**src/rtl/mult_issue_ctrl_pkg.sv**
```systemverilog
// mult_issue_ctrl_pkg: shared defaults and FSM state encoding for the multiplier issue stage
//   WIDTH_DEF          operand width
//   MULT_LATENCY_DEF   cycles from the end of mult_start until the core product is final
//   FIFO_DEPTH_DEF     operand-pair buffer entries (power of two)
//   state_e            issue FSM states
package mult_issue_ctrl_pkg;
    localparam int WIDTH_DEF        = 32;
    localparam int MULT_LATENCY_DEF = 34;
    localparam int FIFO_DEPTH_DEF   = 2;
    typedef enum logic [1:0] {
        IDLE    = 2'd0,
        ISSUE   = 2'd1,
        WAIT    = 2'd2,
        CAPTURE = 2'd3
    } state_e;
endpackage

```
**src/rtl/mult_issue_ctrl_op_fifo.sv**
```systemverilog
// op_fifo: synchronous show-ahead FIFO with full/empty decoded from a registered count
//   clk      system clock, rising edge
//   reset    asynchronous, active-low
//   push_i   write request, ignored when full_o
//   din_i    write data
//   pop_i    read request, ignored when empty_o
//   dout_o   head entry
//   full_o   count == DEPTH
//   empty_o  count == 0
module op_fifo #(
    parameter int DW    = 64,
    parameter int DEPTH = 2
) (
    input  logic          clk,
    input  logic          reset,
    input  logic          push_i,
    input  logic [DW-1:0] din_i,
    input  logic          pop_i,
    output logic [DW-1:0] dout_o,
    output logic          full_o,
    output logic          empty_o
);
    localparam int AW = (DEPTH > 1) ? $clog2(DEPTH) : 1;
    localparam logic [AW:0] FULL_CNT = (AW+1)'(DEPTH);

    logic [DW-1:0] mem_q [DEPTH];
    logic [AW-1:0] wr_q, wr_d, rd_q, rd_d;
    logic [AW:0]   cnt_q, cnt_d;
    logic          do_push, do_pop;

    assign full_o  = cnt_q == FULL_CNT;
    assign empty_o = cnt_q == '0;
    assign do_push = push_i && !full_o;
    assign do_pop  = pop_i && !empty_o;
    assign dout_o  = mem_q[rd_q];

    // Pointers wrap naturally because DEPTH is a power of two.
    always_comb begin
        wr_d  = do_push ? wr_q + 1'b1 : wr_q;
        rd_d  = do_pop ? rd_q + 1'b1 : rd_q;
        cnt_d = (do_push && !do_pop) ? cnt_q + 1'b1 :
                (do_pop && !do_push) ? cnt_q - 1'b1 : cnt_q;
    end

    always_ff @(posedge clk or negedge reset) begin
        if (!reset) begin
            wr_q  <= '0;
            rd_q  <= '0;
            cnt_q <= '0;
        end else begin
            wr_q  <= wr_d;
            rd_q  <= rd_d;
            cnt_q <= cnt_d;
        end
    end

    always_ff @(posedge clk) begin
        if (do_push) mem_q[wr_q] <= din_i;
    end
endmodule

```
**src/rtl/mult_issue_ctrl.sv**
```systemverilog
// mult_issue_ctrl: issue stage for the fixed-latency shift-add multiplier core
//   clk, reset          clock; asynchronous active-low reset
//   in_valid/in_ready   operand handshake, in_a/in_b operands buffered in op_fifo
//   mult_start          one-cycle restart pulse to the core
//   mult_x/mult_y       held operands to the core ({0,a}, b)
//   mult_resultado      core product, sampled once the latency has elapsed
//   out_valid/out_ready product handshake, out_product registered result
//   busy                FSM active or operands pending
module mult_issue_ctrl
    import mult_issue_ctrl_pkg::*;
#(
    parameter int WIDTH        = WIDTH_DEF,
    parameter int MULT_LATENCY = MULT_LATENCY_DEF,
    parameter int FIFO_DEPTH   = FIFO_DEPTH_DEF
) (
    input  logic               clk,
    input  logic               reset,
    input  logic               in_valid,
    output logic               in_ready,
    input  logic [WIDTH-1:0]   in_a,
    input  logic [WIDTH-1:0]   in_b,
    output logic               mult_start,
    output logic [2*WIDTH-1:0] mult_x,
    output logic [WIDTH-1:0]   mult_y,
    input  logic [2*WIDTH-1:0] mult_resultado,
    output logic               out_valid,
    input  logic               out_ready,
    output logic [2*WIDTH-1:0] out_product,
    output logic               busy
);
    localparam int CW = $clog2(MULT_LATENCY);
    localparam logic [CW-1:0] CNT_LOAD = CW'(MULT_LATENCY - 1);

    state_e             state_q, state_d;
    logic [CW-1:0]      cnt_q, cnt_d;
    logic [WIDTH-1:0]   a_q, a_d, b_q, b_d;
    logic               ov_q, ov_d;
    logic [2*WIDTH-1:0] prod_q, prod_d;
    logic [2*WIDTH-1:0] head;
    logic               fifo_full, fifo_empty, pop, out_free;

    op_fifo #(.DW(2*WIDTH), .DEPTH(FIFO_DEPTH)) u_fifo (
        .clk     (clk),
        .reset   (reset),
        .push_i  (in_valid),
        .din_i   ({in_a, in_b}),
        .pop_i   (pop),
        .dout_o  (head),
        .full_o  (fifo_full),
        .empty_o (fifo_empty)
    );

    assign in_ready    = !fifo_full;
    assign pop         = state_q == IDLE && !fifo_empty;
    // A new product may be captured only if the output register is free or drains this cycle.
    assign out_free    = !ov_q || out_ready;
    assign mult_start  = state_q == ISSUE;
    assign mult_x      = {{WIDTH{1'b0}}, a_q};
    assign mult_y      = b_q;
    assign out_valid   = ov_q;
    assign out_product = prod_q;
    assign busy        = state_q != IDLE || !fifo_empty;

    always_comb begin
        state_d = state_q;
        cnt_d   = cnt_q;
        case (state_q)
            IDLE:    state_d = fifo_empty ? IDLE : ISSUE;
            ISSUE: begin
                cnt_d   = CNT_LOAD;
                state_d = WAIT;
            end
            // cnt sticks at zero while the output register is still occupied.
            WAIT: begin
                cnt_d   = (cnt_q != '0) ? cnt_q - 1'b1 : cnt_q;
                state_d = (cnt_q == '0 && out_free) ? CAPTURE : WAIT;
            end
            CAPTURE: state_d = IDLE;
            default: state_d = IDLE;
        endcase
        a_d    = pop ? head[2*WIDTH-1:WIDTH] : a_q;
        b_d    = pop ? head[WIDTH-1:0] : b_q;
        // A capture in the same cycle as a drain wins, so the new product is kept.
        ov_d   = (state_q == CAPTURE) ? 1'b1 : (ov_q && out_ready) ? 1'b0 : ov_q;
        prod_d = (state_q == CAPTURE) ? mult_resultado : prod_q;
    end

    always_ff @(posedge clk or negedge reset) begin
        if (!reset) begin
            state_q <= IDLE;
            cnt_q   <= '0;
            a_q     <= '0;
            b_q     <= '0;
            ov_q    <= 1'b0;
            prod_q  <= '0;
        end else begin
            state_q <= state_d;
            cnt_q   <= cnt_d;
            a_q     <= a_d;
            b_q     <= b_d;
            ov_q    <= ov_d;
            prod_q  <= prod_d;
        end
    end
endmodule

```
**config.mk**
```make
export PLATFORM = sky130hd
export DESIGN_NAME = mult_issue_ctrl
export DESIGN_NICKNAME = d
export VERILOG_FILES = /design/src/rtl/mult_issue_ctrl_pkg.sv /design/src/rtl/mult_issue_ctrl_op_fifo.sv /design/src/rtl/mult_issue_ctrl.sv
export SDC_FILE = /design/constraint.sdc
export NUM_CORES = 1
export LEC_CHECK = 0
export CORE_MARGIN = 2
export CORE_UTILIZATION = 47
export DETAILED_ROUTE_END_ITERATION = 8
export MAX_ROUTING_LAYER = met4
export PLACE_DENSITY = 0.89
export SLEW_MARGIN = 10
export SYNTH_ARGS = -nofsm -noshare
export SYNTH_HDL_FRONTEND = slang
export SYNTH_SLANG_ARGS = --single-unit
```
**constraint.sdc**
```tcl
create_clock -name clk -period 4.4 [get_ports clk]
set_input_delay 0.88 -clock clk [delete_from_list [all_inputs] [get_ports clk]]
set_output_delay 0.88 -clock clk [all_outputs]
set_load 0.1 [all_outputs]
```
==> impl_results.md, run 1 <==
- Status: complete, no violations
- Slew Viols, Final: 0
- Unrepaired setup endpoints after global routing: no
- Iteration-0 DRC Markers: 266
- CTS buffer count: 27
- Die area: 0.0228 mm2
- Final ANT Viol Nets: 0
- Met2 WL: 12.3 mm
- Ys Warns: 0
- DRT Pass-1 Iters: 4
- Vias per cell: 5.09
- Clk_lat worst skew: 0.54 ns
- First-pass GRT wire length: 34.6 mm
- CTS Hold Bufs: 0
- Row count: 53
- Clock transition at path regs: 0.06 ns
- Detailed Route WL: 23.4 mm
- Slew HR: 30.3%
- Max-Cap Viols: 0
- Critical Path Source Type: flop
- Via count: 6180
- Mapped Area: 0.0102 mm2
- Register bit total from synthesis: 269
- PortBufs: 263
- Worst EP required: 3.52 ns
- Die span in y: 151 um
- Num ports: 296
- Most frequent cells in the layout: clkdlybuf4s50_1, dfrtp_1, edfxtp_1, nand2_1
- Initial antenna violation count: 1
- Die Wd: 151 um
- Syn Inst Count: 649
- Vias in the first global route: 6412
- Routed wl met3: 2.09 mm
- Final period util: 75.3%
- Post-CTS Setup Repair Bufs: 0
- Clock Skews: 0.0122 ns
- Mapped Avg Cell Area: 15.6 um2
- Layout overhead on the synthesized area: 35.9%
- M1 WL: 8.28 mm
- Largest net degree at the start of global routing: 105
- Post-DP HPWL: 15.7 mm
- GRT Overall Usage: 20.5%
- Crit end category: primary output
- H-tree levels: 1
- CTS sink count: 269
- Clock buffer depth: 3
- Maximum clock frequency: 302 MHz
- CTS tree: yes
- Post-layout nets: 1058
- Critical Path AT: 2.43 ns
- Critical path fanouts, max: 3
- Root Buffer: clkbuf_16
- PostCTS Resize Cnt: 0
- Final hold vios: 0
- Initial core utilization: 48.2%
- Worst-Margin Slew: 1.04 ns
- Routed WL per cell: 19.3 um
- Share of cells above drive strength 1: 12.9%
- Remaining Overflow, GRT: 0
- Sequential area share after synthesis: 72.6%
- Final weighted congestion in routability-driven placement: 0.783
- Kind of critical path: flop to primary output
- Setup TNS: 0 ns
- Worst min-delay path class: input port to async pin
- DRC: 0
- Filler cell count: 1457
- Most common cell after layout, fill and taps aside: clkdlybuf4s50_1
- Top routing layer used: met4
- Core Box Area: 0.0211 mm2
- Min Tclk post-route: 3.31 ns
- Distinct cells, synth: 34
- Setup violations, final: 0
-- worst max-delay path: stages, from the launching register on --
cell,delay [ns]
dfrtp_1,0.38
inv_1,0.09
ha_1,0.24
nand2_1,0.07
clkdlybuf4s50_1,1.12
-- state kept, by name (all words and copies together), names as in the netlist --
signal,count
a_q,32
cnt_q,6
mult_y,32
out_product,64
out_valid,1
state_q,2
u_fifo.cnt_q,2
u_fifo.mem_q,128
u_fifo.rd_q,1
u_fifo.wr_q,1
-- layout make-up --
| type | count | area (um2) | share of cell area [%] |
|---|---|---|---|
| sequential | 269 | 7380 | 53.4 |
| timing repair buffer | 270 | 2700 | 19.6 |
| clock inverter | 9 | 83.8 | 0.607 |
| multi-input combinational | 344 | 2470 | 17.9 |
| tap | 275 | 344 | 2.49 |
| clock buffer | 40 | 807 | 5.85 |
| antenna | 1 | 2.50 | 0.0181 |
| inverter | 6 | 22.5 | 0.163 |
-- worst paths after layout --
path	from	endpoint	slack [ns]	cells past startpoint
min in group clk	mult_y[0]	mult_y[0]	0.48	2
worst max-delay path	state_q[0]	busy	1.09	4
max in group asynchronous	reset	out_product[6]	3.16	2
worst min register to register	mult_y[0]	mult_y[0]	0.48	2
worst min-delay path	reset	mult_y[6]	0.40	1
worst max register to register	state_q[0]	out_product[17]	2.19	3
-- cell families after synthesis --
| logic type | count (synthesis) | share of synthesized area, % |
|---|---|---|
| multiplexers | 128 | 13.4 |
| flip-flops | 269 | 72.6 |
| adder cells (fa/ha/maj) | 8 | 0.986 |
| AND/OR/NAND/NOR | 94 | 3.93 |
| other | 1 | 0.0369 |
| AO/OA/AOI/OAI | 77 | 4.13 |
| XOR/XNOR | 5 | 0.431 |
| buffers and inverters | 67 | 4.48 |
-- Yosys cell counts --
cell | number | share of area (%)
nand2_1 | 70 | 2.6
xor2_1 | 2 | 0.17
mux2_2 | 64 | 7.1
nor2_1 | 8 | 0.30
buf_4 | 50 | 3.7
o311ai_0 | 2 | 0.17
buf_2 | 7 | 0.34
nand4_1 | 3 | 0.18
and4_1 | 1 | 0.086
buf_6 | 1 | 0.11
nor3_2 | 1 | 0.099
or3_1 | 2 | 0.12
o31a_1 | 1 | 0.086
mux2i_1 | 64 | 6.3
o31ai_1 | 2 | 0.15
o41ai_1 | 1 | 0.086
nor2b_1 | 1 | 0.062
and2_4 | 1 | 0.086
clkbuf_1 | 3 | 0.11
nand3_1 | 1 | 0.049
conb_1 | 1 | 0.037
o21ai_2 | 1 | 0.086
nand2b_1 | 4 | 0.25
ha_1 | 8 | 0.99
o31ai_2 | 1 | 0.12
inv_1 | 6 | 0.22
nor3_1 | 1 | 0.049
o21ai_1 | 45 | 2.2
xnor2_1 | 3 | 0.26
dfrtp_1 | 141 | 35
o21ai_0 | 23 | 1.1
and3_1 | 1 | 0.062
o211ai_1 | 1 | 0.074
edfxtp_1 | 128 | 38
-- metal layers --
metal	global-route usage (%)	vias up
met5	-	-
met4	7.24	0
met3	4.70	50
met2	36.6	293
met1	22.7	3037
li1	-	2800
-- stage by stage --
step | hold WS [ns] | instance area (um2) | std cells | util [%] | setup WS [ns]
after floorplan | 0.479 | 10300 | 680 | - | 0.757
after global placement | 0.468 | 12900 | 1164 | 61.2 | 1.65
after detailed placement | 0.473 | 12900 | 1164 | 61.2 | 1.63
after CTS | 0.415 | 13800 | 1213 | 65.4 | 1.05
after global routing | 0.452 | 13800 | 1214 | 65.4 | 0.992
final | 0.403 | 13800 | 1214 | 65.4 | 1.09
Power of run 1 is not shown: default switching activity piles up to over one toggle a cycle in this logic, so the estimate is an artifact.
==> run 2: changes to the inputs <==
- clock period: 4.4 -> 3.4 ns (I/O delays scaled with it)
==> impl_results.md, run 2 (synthesis gave the netlist of run 1 again) <==
- CTS tree: yes
- Grt met2 use: 35.2%
- Slew HR: 22.1%
- CTS sink count: 269
- Clock Skews: 0.0149 ns
- Worst min-delay path class: input port to async pin
- PortBufs: 263
- Fin util: 64.9%
- Initial core utilization: 48.2%
- Remaining Overflow, GRT: 0
- Unrepaired setup endpoints after global routing: no
- Root Buffer: clkbuf_16
- Critical path, cell by cell: clkdlybuf4s50_1
- Crit-path slowest cell: clkdlybuf4s50_1
- Worst path max stage delay: 1.15 ns
- Min Tclk post-route: 2.74 ns
- Setup TNS: 0 ns
- Iteration-0 DRC Markers: 270
- Final Hold Slack: 0.190 ns
- Layout overhead on the synthesized area: 34.7%
- DRC: 0
- Final hold vios: 0
- Kind of critical path: flop to primary output
- Status: complete, no violations
- Core Box Area: 0.0211 mm2
- H-tree levels: 1
- Largest net degree at the start of global routing: 112
- Slew Viols, Final: 0
- Share of cells above drive strength 1: 20.2%
- Clock buffer depth: 3
- Worst EP required: 2.72 ns
- Initial antenna violation count: 2
- DRT Pass-1 Iters: 4
- Die Wd: 151 um
- Maximum clock frequency: 366 MHz
- Post-DP HPWL: 15.7 mm
- Setup WS pre-CTS: 1.02 ns
- Post-layout nets: 1060
- PostCTS Resize Cnt: 0
- Most Crowded Layer GR: met2
- Worst r2r src: state_q[1]
- Post-CTS Setup Repair Bufs: 0
- Critical Path Source Type: flop
- Die area: 0.0228 mm2
- Met1 Use GR: 21.9%
- Cells on worst reg2reg path: 3
- Row count: 53
- Setup ws final: 0.665 ns
- Clk_lat worst skew: 0.52 ns
- Filler cell count: 1452
- Die span in y: 151 um
- CTS Hold Bufs: 0
- Most frequent cells in the layout: clkdlybuf4s50_1, dfrtp_1, edfxtp_1, buf_4, nand2_1
- Reg with most FFs: u_fifo.mem_q
- Vias in the first global route: 6234
- Final period util: 80.5%
- Cell depth of the worst setup path: 1
- Critical Path AT: 2.06 ns
- Critical path fanouts, max: 2
- Most common cell after layout, fill and taps aside: clkdlybuf4s50_1
- Via count: 6031
- Vias per cell: 4.96
- Final ANT Viol Nets: 0
- Detailed Route WL: 22.8 mm
- Setup violations, final: 0
- Critical path buffers and inverters: 1
- CP Launch Point: mult_y[19]
- Num ports: 296
- Crit end category: primary output
- GRT Overall Usage: 20.0%
- Max-Cap Viols: 0
- Worst-Margin Slew: 1.17 ns
- Clock transition at path regs: 0.06 ns
- Met3 usage: 5.33%
- Max reg flops: 128
- Routed WL per cell: 18.7 um
- First-pass GRT wire length: 33.8 mm
- CTS buffer count: 27
- Crit-path leading delay family: buffers and inverters
- Final weighted congestion in routability-driven placement: 0.796
[run 2: changes by cell type in the layout (fill, tap and decap cells not counted), sizes merged]
cell and delta:
buf +70, clkbuf +2, clkdlybuf4s50 -68, clkinv -2, diode +1
[run 2: worst register-to-register path, cell delays in order (launching register included)]
cell     delay, ns
dfrtp_1       0.38
ha_2          0.79
buf_4         0.45
mux2_2        0.38
[run 2: layout make-up]
type | instances | area, um2 | area share, %
Tap cell | 275 | 344 | 2.51
Timing Repair Buffer | 272 | 2590 | 19.0
Clock inverter | 7 | 66.3 | 0.485
Antenna cell | 2 | 5.00 | 0.0366
Clock buffer | 42 | 813 | 5.94
Multi-Input combinational cell | 344 | 2460 | 18.0
Sequential cell | 269 | 7380 | 53.9
Inverter | 6 | 22.5 | 0.165
[run 2: final timing paths]
check | endpoint | slack [ns]
min in group clk | a_q[30] | 0.48
worst max-delay path | mult_y[19] | 0.66
max in group asynchronous | mult_y[28] | 2.46
worst min-delay path | mult_y[8] | 0.19
worst min register to register | a_q[30] | 0.48
worst max register to register | out_product[16] | 1.27
[run 2: per-stage QoR]
stage	std cells	area, um2
2_1_floorplan	680	10300
3_3_place_gp	1166	12800
3_5_place_dp	1166	12800
4_1_cts	1215	13700
5_1_grt	1217	13700
6_report	1217	13700
[run 2: layer usage]
layer | up-vias | routed length (um) | part of all wire, %
met5 | - | 0 | 0
met4 | 0 | 801 | 3.5
met3 | 45 | 2000 | 8.8
met2 | 270 | 11700 | 51
met1 | 2907 | 8280 | 36
li1 | 2809 | - | -
Power of run 2 is left out for the same reason.
==> run 3: changes to the inputs <==
- CORE_UTILIZATION: 47 -> 43
- PLACE_DENSITY: 0.89 -> 0.87
- clock period: 3.4 -> 2.3 ns (I/O delays scaled with it)
==> impl_results.md, run 3 (synthesis gave the netlist of run 1 again) <==
- Max reg flops: 128
- Most common cell after layout, fill and taps aside: dfrtp_1
- Post-CTS Setup Repair Bufs: 0
- Remaining Overflow, GRT: 0
- Non-filler cells, final: 1266
- Critical Path Source Type: flop
- PostCTS Resize Cnt: 0
- Slew HR: 55.1%
- Iteration-0 DRC Markers: 281
- Final period util: 89.2%
- Max-Cap Viols: 0
- Final ANT Viol Nets: 0
- DRT Pass-1 Iters: 4
- Critical path fanouts, max: 3
- Min Tclk post-route: 2.05 ns
- Status: complete, no violations
- Filler cell count: 1800
- H-tree levels: 1
- Setup TNS: 0 ns
- Slew Viols, Final: 0
- Via count: 5939
- Reg with most FFs: u_fifo.mem_q
- Crit-path leading delay family: flip-flops
- First-pass GRT wire length: 31.6 mm
- Core Box Area: 0.0233 mm2
- Vias in the first global route: 5982
- GRT Overall Usage: 16.9%
- Post-DP HPWL: 15.1 mm
- Clock buffer depth: 3
- Clock transition at path regs: 0.06 ns
- Vias per cell: 4.69
- Most frequent cells in the layout: dfrtp_1, buf_4, clkdlybuf4s50_1, edfxtp_1, nand2_1
- CTS sink count: 269
- Layout overhead on the synthesized area: 34.7%
- Num ports: 296
- PortBufs: 263
- CTS tree: yes
- Root Buffer: clkbuf_16
- Clock Skews: 0.0156 ns
- Largest net degree at the start of global routing: 104
- Maximum clock frequency: 487 MHz
- Share of cells above drive strength 1: 27.4%
- Initial antenna violation count: 1
- Placed Cells: 1214
- Die Wd: 158 um
- Row count: 56
- Placed cell area: 0.0128 mm2
- Worst EP required: 1.84 ns
- Initial core utilization: 43.5%
- Reg2reg setup slack: 0.41 ns
- CTS buffer count: 27
- Final hold vios: 0
- Crit end category: primary output
- Setup violations, final: 0
- Worst min-delay path class: input port to async pin
- Clk_lat worst skew: 0.53 ns
- Worst-Margin Slew: 0.670 ns
- Kind of critical path: flop to primary output
- Critical path buffers and inverters: 2
- Die span in y: 158 um
- DRC: 0
- Die area: 0.0249 mm2
- Fin area: 0.0137 mm2
- Routed WL per cell: 16.8 um
- Worst path max stage delay: 0.40 ns
- Post-layout nets: 1065
- Detailed Route WL: 21.3 mm
- Final weighted congestion in routability-driven placement: 0.738
- Unrepaired setup endpoints after global routing: no
- Crit-path slowest cell: dfrtp_1
- Critical Path AT: 1.59 ns
- Critical path, cell by cell: inv_1, ha_1, nand2_1, buf_12
## run 3: cell types whose count changed in the layout (fill, tap and decap cells not counted), moves of 2 or more
cell,delta
clkinv_2,+2
clkdlybuf4s50_1,-64
clkbuf_1,+2
buf_4,+63
buf_12,+5
clkbuf_8,-3
## run 3: metrics by stage
| step | util [%] | setup WS (ns) | hold WS, ns |
|---|---|---|---|
| floorplan | - | 0.0136 | 0.164 |
| global placement | 54.9 | 0.365 | 0.387 |
| detailed placement | 54.9 | 0.361 | 0.390 |
| CTS | 58.6 | 0.207 | 0.391 |
| global route | 58.6 | 0.139 | 0.412 |
| finish | 58.6 | 0.249 | 0.409 |
## run 3: layer usage
layer	track usage, %	part of all wire (%)	wire (um)
met5	-	0	0
met4	4.42	1.9	410
met3	4.63	8.3	1770
met2	29.9	52	11000
met1	19.1	38	8090
## run 3: final cells by class
cell class | count | area (um2) | share of cell area (%)
diodes | 1 | 2.50 | 0.0183
clock buffers | 40 | 754 | 5.52
clock inverters | 10 | 106 | 0.778
inverters | 6 | 22.5 | 0.165
multi-input cells | 344 | 2480 | 18.1
flip-flops and latches | 269 | 7380 | 53.9
well taps | 319 | 399 | 2.92
repair buffers | 277 | 2540 | 18.5
## run 3: worst paths after layout
check	endpoint	start	cells past startpoint
min in group clk	a_q[18]	a_q[18]	2
min reg2reg	a_q[18]	a_q[18]	2
max reg2reg	mult_y[28]	u_fifo.cnt_q[1]	4
min	mult_y[11]	reset	2
max in group asynchronous	out_product[42]	reset	3
max	busy	state_q[0]	4
## run 3: what timing repair did
item | in CTS | in global routing
hold endpoints to repair | 32 | 0
hold buffers | 1 | 0
setup endpoints to repair | 0 | 0
## run 3: worst reg2reg max path: cells and delay by family, from the launching register on
family | cells | cell delay [ns]
buf+inv | 1 | 0.44
compound gates | 2 | 0.73
flops | 1 | 0.47
simple gates | 1 | 0.15
Power of run 3 is left out for the same reason.
